File: src/rtl/program_loader.sv
// Program memory loader: fills a 2^ADDR_W x DATA_W program store from a
// high-byte-first host stream and gates the core until a full load completes.
module program_loader #(
  parameter int DATA_W = 16,
  parameter int ADDR_W = 8
) (
  input  logic              clk,
  input  logic              reset,
  input  logic              load_start,
  input  logic [ADDR_W-1:0] load_count,
  input  logic              load_abort,
  input  logic [7:0]        in_byte,
  input  logic              in_valid,
  output logic              in_ready,
  input  logic [ADDR_W-1:0] program_data_address,
  output logic [DATA_W-1:0] program_data,
  output logic              cpu_enable,
  output logic              busy,
  output logic              load_done,
  output logic [7:0]        checksum
);

  localparam int DEPTH = 1 << ADDR_W;

  typedef enum logic [1:0] {
    S_IDLE,
    S_HI,
    S_LO,
    S_DONE
  } state_t;

  state_t            r_state;
  state_t            w_next_state;
  logic [ADDR_W-1:0] r_count;
  logic [ADDR_W-1:0] r_index;
  logic [7:0]        r_hold;
  logic [7:0]        r_checksum;
  logic              r_loaded;
  logic              r_load_done;
  logic [DATA_W-1:0] r_program_data;
  logic [DATA_W-1:0] r_mem [DEPTH];

  logic              w_in_ready;
  logic              w_busy;
  logic              w_accept;
  logic              w_last;
  logic              w_we;
  logic [ADDR_W-1:0] w_count_m1;
  logic [DATA_W-1:0] w_word;

  // A count of 0 wraps to all-ones, so the last index is 2^ADDR_W-1.
  assign w_count_m1 = r_count - ADDR_W'(1);
  assign w_last     = (r_index == w_count_m1);
  assign w_accept   = in_valid & w_in_ready & ~load_abort;
  assign w_we       = w_accept & (r_state == S_LO);
  assign w_word     = DATA_W'({r_hold, in_byte});

  // NOTE: sequential state always uses non-blocking assignments so every
  // register samples pre-edge values regardless of process ordering.
  always_ff @(posedge clk or negedge reset) begin
    if (!reset) begin
      r_state <= S_IDLE;
    end else begin
      r_state <= w_next_state;
    end
  end

  // NOTE: the default assignment before the case keeps this purely
  // combinational; a missing branch would otherwise infer a latch.
  always_comb begin
    w_next_state = r_state;
    unique case (r_state)
      S_IDLE: if (load_start) w_next_state = S_HI;
      S_HI: begin
        if (load_abort)    w_next_state = S_IDLE;
        else if (in_valid) w_next_state = S_LO;
      end
      S_LO: begin
        if (load_abort)    w_next_state = S_IDLE;
        else if (in_valid) w_next_state = w_last ? S_DONE : S_HI;
      end
      S_DONE: w_next_state = S_IDLE;
      default: w_next_state = S_IDLE;
    endcase
  end

  // Handshake outputs decode the registered state only.
  always_comb begin
    w_in_ready = 1'b0;
    w_busy     = 1'b0;
    unique case (r_state)
      S_IDLE: ;
      S_HI, S_LO: begin
        w_in_ready = 1'b1;
        w_busy     = 1'b1;
      end
      S_DONE: w_busy = 1'b1;
      default: ;
    endcase
  end

  always_ff @(posedge clk or negedge reset) begin
    if (!reset) begin
      r_count        <= '0;
      r_index        <= '0;
      r_hold         <= '0;
      r_checksum     <= '0;
      r_loaded       <= 1'b0;
      r_load_done    <= 1'b0;
      r_program_data <= '0;
    end else begin
      r_load_done    <= (r_state == S_DONE);
      r_program_data <= r_mem[program_data_address];
      if (r_state == S_IDLE && load_start) begin
        r_count    <= load_count;
        r_index    <= '0;
        r_checksum <= '0;
        r_loaded   <= 1'b0;
      end
      if (r_state == S_DONE) begin
        r_loaded <= 1'b1;
      end
      if (w_accept) begin
        r_checksum <= r_checksum ^ in_byte;
        if (r_state == S_HI) begin
          r_hold <= in_byte;
        end else if (!w_last) begin
          r_index <= r_index + ADDR_W'(1);
        end
      end
    end
  end

  // NOTE: the program store has no reset; its contents survive reset and
  // only the LO handshake writes it.
  always_ff @(posedge clk) begin
    if (w_we) begin
      r_mem[r_index] <= w_word;
    end
  end

  assign in_ready     = w_in_ready;
  assign busy         = w_busy;
  assign cpu_enable   = r_loaded;
  assign load_done    = r_load_done;
  assign checksum     = r_checksum;
  assign program_data = r_program_data;

endmodule

File: config.mk
export PLATFORM = sky130hd
export DESIGN_NAME = program_loader
export DESIGN_NICKNAME = d
export VERILOG_FILES = /design/src/rtl/program_loader.sv
export SDC_FILE = /design/constraint.sdc
export NUM_CORES = 2
export LEC_CHECK = 0
export CAP_MARGIN = 20
export CORE_MARGIN = 2
export CORE_UTILIZATION = 30
export CTS_CLUSTER_DIAMETER = 30
export CTS_CLUSTER_SIZE = 14
export DETAILED_ROUTE_END_ITERATION = 10
export SETUP_SLACK_MARGIN = 0.1
export SLEW_MARGIN = 20
export SYNTH_ARGS = -nofsm -noshare
export SYNTH_HDL_FRONTEND = slang
export SYNTH_SLANG_ARGS = --single-unit
File: constraint.sdc
create_clock -name clk -period 11.2 [get_ports clk]
set_input_delay 1.68 -clock clk [delete_from_list [all_inputs] [get_ports clk]]
set_output_delay 1.68 -clock clk [all_outputs]
set_load 0.01 [all_outputs]
==> run_summary.xml <==
<?xml version="1.0" encoding="UTF-8"?>
<metrics>
  <group name="detailed_routing">
    <metric name="drt-pass1-iter-count" unit="">6</metric>
    <metric name="via_count" unit="">82615</metric>
    <metric name="via_per_inst" unit="">5.20</metric>
    <metric name="routed_wl" unit="µm">445000</metric>
    <metric name="routedWlPerCell" unit="µm">28.0</metric>
    <metric name="drc" unit="">0</metric>
    <metric name="antenna_violating_nets_post_route" unit="">0</metric>
    <metric name="drtIter0Drc" unit="">11093</metric>
  </group>
  <group name="power_and_ir_drop">
    <metric name="seq_power_share" unit="">0.426</metric>
    <metric name="proportion_of_power_drawn_by_the_clock_network" unit="">0.513</metric>
    <metric name="power_density" unit="nW/µm²">224</metric>
    <metric name="internal-power" unit="W">0.0337</metric>
    <metric name="switching_share" unit="">0.233</metric>
    <metric name="switchingPower" unit="W">0.0102</metric>
    <metric name="comb_power_share" unit="">0.061</metric>
    <metric name="worst_ir_drop_vdd" unit="mV">0.343</metric>
    <metric name="leakage" unit="nW">63.1</metric>
  </group>
  <group name="clock_network">
    <metric name="clock_path_buffers" unit="">4</metric>
    <metric name="cts.clk_slew.worst_paths" unit="ns">0.05</metric>
    <metric name="cts_repair_resize_count" unit="">0</metric>
    <metric name="clk_sinks" unit="">4148</metric>
    <metric name="htree_num_levels" unit="">6</metric>
    <metric name="root_buf_cell" unit="">clkbuf_16</metric>
    <metric name="cts_tree" unit="">built</metric>
    <metric name="clock_insertion_delay_worst_skew" unit="ns">1.07</metric>
    <metric name="cts.repair_timing.setup_buffer_count" unit="">0</metric>
    <metric name="ctsHoldBuffers" unit="">0</metric>
    <metric name="number_of_buffers_inserted_during_clock_tree_synthesis" unit="">739</metric>
  </group>
  <group name="sta">
    <metric name="fin_crit_sh" unit="">0.473</metric>
    <metric name="minimum_hold_slack" unit="ns">0.465</metric>
    <metric name="report.final.slew_viol_count" unit="">0</metric>
    <metric name="timing.clock.skew" unit="ns">0.0652</metric>
    <metric name="hold_viol_final" unit="">0</metric>
    <metric name="max_clock_freq" unit="MHz">189</metric>
    <metric name="slew-limit-headroom" unit="">0.166</metric>
    <metric name="fin_crit" unit="ns">5.30</metric>
    <metric name="rsz0062_at_grt" unit="">false</metric>
    <metric name="worst_pin_slew" unit="ns">1.25</metric>
    <metric name="report.final.setup_viol" unit="">0</metric>
    <metric name="final.setup.tns" unit="ns">0</metric>
  </group>
  <group name="place">
    <metric name="dp_hpwl" unit="µm">257000</metric>
    <metric name="buffer_ports.inserted" unit="">56</metric>
    <metric name="place_inst" unit="">14500</metric>
    <metric name="routabilityCongestion" unit="">0.827</metric>
  </group>
  <group name="min_path">
    <metric name="hp-class" unit="">in -&gt; async</metric>
  </group>
  <group name="setup_path">
    <metric name="worst_r2r_startpoint" unit="">r_state[0]</metric>
    <metric name="worst_r2r_endpoint" unit="">r_mem[129][8]</metric>
    <metric name="ff2ff_setup_slack" unit="ns">6.43</metric>
    <metric name="timing.critical_path.arrival" unit="ns">6.18</metric>
    <metric name="critical_path.max_stage_delay" unit="ns">0.87</metric>
    <metric name="setup.worst_path.end_class" unit="">flip-flop</metric>
    <metric name="worst-r2r-cell-count" unit="">8</metric>
    <metric name="setup.worst_path.start_class" unit="">input pin</metric>
    <metric name="worstPathRequired" unit="ns">12.08</metric>
    <metric name="crit_path_cell_trace" unit="">buf_16, buf_4, buf_4, mux4_2, mux4_2, a22o_1, o32ai_2, nor4_1</metric>
    <metric name="critical_path_class" unit="">in -&gt; reg</metric>
    <metric name="cp_slowest_cell" unit="">o32ai_2</metric>
    <metric name="cp_max_fo" unit="">70</metric>
  </group>
  <group name="yosys">
    <metric name="synth_top_area_frac" unit="">0.766</metric>
    <metric name="sequential_fraction_of_the_synthesis_area" unit="">0.774</metric>
    <metric name="synthesis_stage_register_bit_count" unit="">4148</metric>
    <metric name="ys_dominant_reg_cell" unit="">edfxtp_1</metric>
    <metric name="synth.net_count" unit="">7556</metric>
    <metric name="synth_largest_area_cell" unit="">edfxtp_1</metric>
    <metric name="syn_area_per_cell" unit="µm²">21.4</metric>
    <metric name="yosysWarnings" unit="">0</metric>
    <metric name="synthesis.instances" unit="">7517</metric>
    <metric name="ys_top_cells_by_area" unit="">edfxtp_1, mux4_2, mux2i_1</metric>
    <metric name="synth_edf_count" unit="">4096</metric>
    <metric name="synth_async_sr_flop_share" unit="">0.0125</metric>
    <metric name="synth_cell_type_count" unit="">55</metric>
    <metric name="synth.cell_area" unit="µm²">161000</metric>
  </group>
  <group name="global_route">
    <metric name="number_of_global_route_vias_before_repair" unit="">83600</metric>
    <metric name="grt_util_all_layers" unit="">0.159</metric>
    <metric name="grtUsageMet1" unit="">0.218</metric>
    <metric name="overflow_left_after_global_routing" unit="">0</metric>
    <metric name="grt_antenna_before_repair" unit="">38</metric>
    <metric name="most_utilized_layer_in_the_global_route_result" unit="">met2</metric>
    <metric name="use_met3" unit="">0.0367</metric>
    <metric name="globalRouteMet2Util" unit="">0.251</metric>
    <metric name="pin_count_of_the_biggest_net_entering_global_routing" unit="">205</metric>
    <metric name="grt_first_pass_wirelength" unit="µm">629000</metric>
  </group>
  <group name="final_layout">
    <metric name="nNetsFinal" unit="">8262</metric>
    <metric name="syn2layout_area_growth" unit="%">22.2</metric>
    <metric name="drive_above_1_share" unit="">0.289</metric>
    <metric name="instances_no_fill" unit="">15884</metric>
  </group>
  <group name="floorplanning">
    <metric name="die_y" unit="µm">736</metric>
    <metric name="start_util" unit="">0.301</metric>
    <metric name="die_w" unit="µm">736</metric>
    <metric name="core_region_area" unit="µm²">533000</metric>
    <metric name="die_area" unit="µm²">541000</metric>
    <metric name="rows" unit="">268</metric>
    <metric name="pin_count" unit="">57</metric>
  </group>
  <group name="flow_run">
    <metric name="cap_violations" unit="">0</metric>
  </group>
  <group name="outcome">
    <metric name="outcome" unit="">completed</metric>
  </group>
</metrics>
==> how the worst max path moves through the flow <==
stage	from	end	slack (ns)	depth (start not counted)
floorplan	r_hold[2]	r_mem[0][10]	7.22	0
detailed placement	program_data_address[0]	program_data[0]	4.87	8
finish	program_data_address[0]	program_data[0]	5.90	8
CTS	program_data_address[0]	program_data[0]	5.99	8
global placement	program_data_address[0]	program_data[0]	4.37	8
global route	program_data_address[0]	program_data[0]	5.77	8
==> kinds of logic (layout without fill, tap and decap cells) <==
group | Yosys count | after routing | synth area share
compound gates | 863 | 863 | 0.0381
flops | 4148 | 4148 | 0.774
xor+xnor | 10 | 10 | 0.000545
buf+inv | 472 | 1811 | 0.0172
mux | 1444 | 1444 | 0.154
simple gates | 570 | 570 | 0.0154
other cells | 0 | 8 | 0
fa+ha+maj | 10 | 10 | 0.000779
==> Yosys cell counts, types with 11 or more instances <==
| cell | n |
|---|---|
| inv_1 | 12 |
| edfxtp_1 | 4096 |
| buf_8 | 12 |
| nor4_1 | 21 |
| o32a_1 | 11 |
| nand4_1 | 18 |
| nand3_1 | 14 |
| o31ai_1 | 16 |
| o32ai_1 | 17 |
| buf_2 | 81 |
| a22o_1 | 32 |
| mux2_2 | 80 |
| a21oi_1 | 253 |
| o221ai_1 | 284 |
| dfrtp_1 | 52 |
| a221oi_1 | 16 |
| buf_1 | 22 |
| mux4_2 | 812 |
| buf_6 | 66 |
| buf_4 | 38 |
| nor3_1 | 75 |
| o21ai_0 | 23 |
| nand2_1 | 120 |
| clkbuf_1 | 232 |
| mux2i_1 | 552 |
| nor2_1 | 288 |
| a22oi_1 | 32 |
| a211oi_1 | 22 |
| o22ai_1 | 143 |
==> routing by layer <==
layer	up-vias	share of wire
li1	33591	-
met1	43897	0.40
met2	4385	0.47
met3	732	0.096
met4	10	0.033
met5	-	0.00016
==> layout by cell type, fill, tap and decap left out, types with 32 or more instances in the layout <==
cell type,netlist,layout
mux2i_1,552,552
a22o_1,32,32
clkbuf_16,0,743
buf_4,38,344
bufinv_16,0,105
a21oi_1,253,251
mux2_2,80,80
clkinv_2,0,120
o22ai_1,143,143
inv_6,0,48
clkbuf_1,232,93
clkinv_1,0,89
clkinv_4,0,49
clkinvlp_4,0,69
nor3_1,75,68
clkdlybuf4s50_1,0,42
nand2_1,120,106
edfxtp_1,4096,4096
nor2_1,288,252
o221ai_1,284,284
mux4_2,812,812
a22oi_1,32,32
dfrtp_1,52,44
==> worst max-delay path: cells and delay by family <==
family / cells / cell delay (ns)
AO/OA/AOI/OAI: 2 / 1.26
buffers and inverters: 3 / 1.74
multiplexers: 2 / 1.08
AND/OR/NAND/NOR: 1 / 0.19
==> power by group through the flow <==
| stage | logic, W | clock network (W) | registers [W] |
|---|---|---|---|
| 2_1_floorplan | 0.000982 | 0 | 0.0194 |
| 3_3_place_gp | 0.00253 | 0 | 0.0190 |
| 3_5_place_dp | 0.00265 | 0 | 0.0190 |
| 4_1_cts | 0.00265 | 0.0228 | 0.0187 |
| 5_1_grt | 0.00284 | 0.0236 | 0.0187 |
| 6_report | 0.00268 | 0.0226 | 0.0187 |
==> area by class of cell <==
type | count | area, µm²
diodes | 8 | 20.0
clock buffers | 844 | 19100
clock inverters | 530 | 6490
fillers | 47709 | 337000
inverters | 14 | 65.1
multi-input cells | 2897 | 33800
flip-flops and latches | 4148 | 124000
well taps | 7020 | 8780
repair buffers | 423 | 3660
==> state kept, by name, indices dropped and copies added (netlist names) <==
signal,cells
r_mem,4096
program_data,16
checksum,8
r_count,8
r_hold,8
r_index,8
r_state,2
cpu_enable,1
load_done,1
==> stage by stage <==
step                cell area [µm²]  power, W  utilization  setup WS, ns
floorplan                    161000    0.0204            -          7.22
global route                 196000    0.0451        0.368          5.77
detailed placement           171000    0.0217        0.320          4.87
global placement             170000    0.0215        0.320          4.37
finish                       196000    0.0440        0.368          5.90
CTS                          196000    0.0442        0.368          5.99
Note: power is estimated with default switching activity, not from simulation.
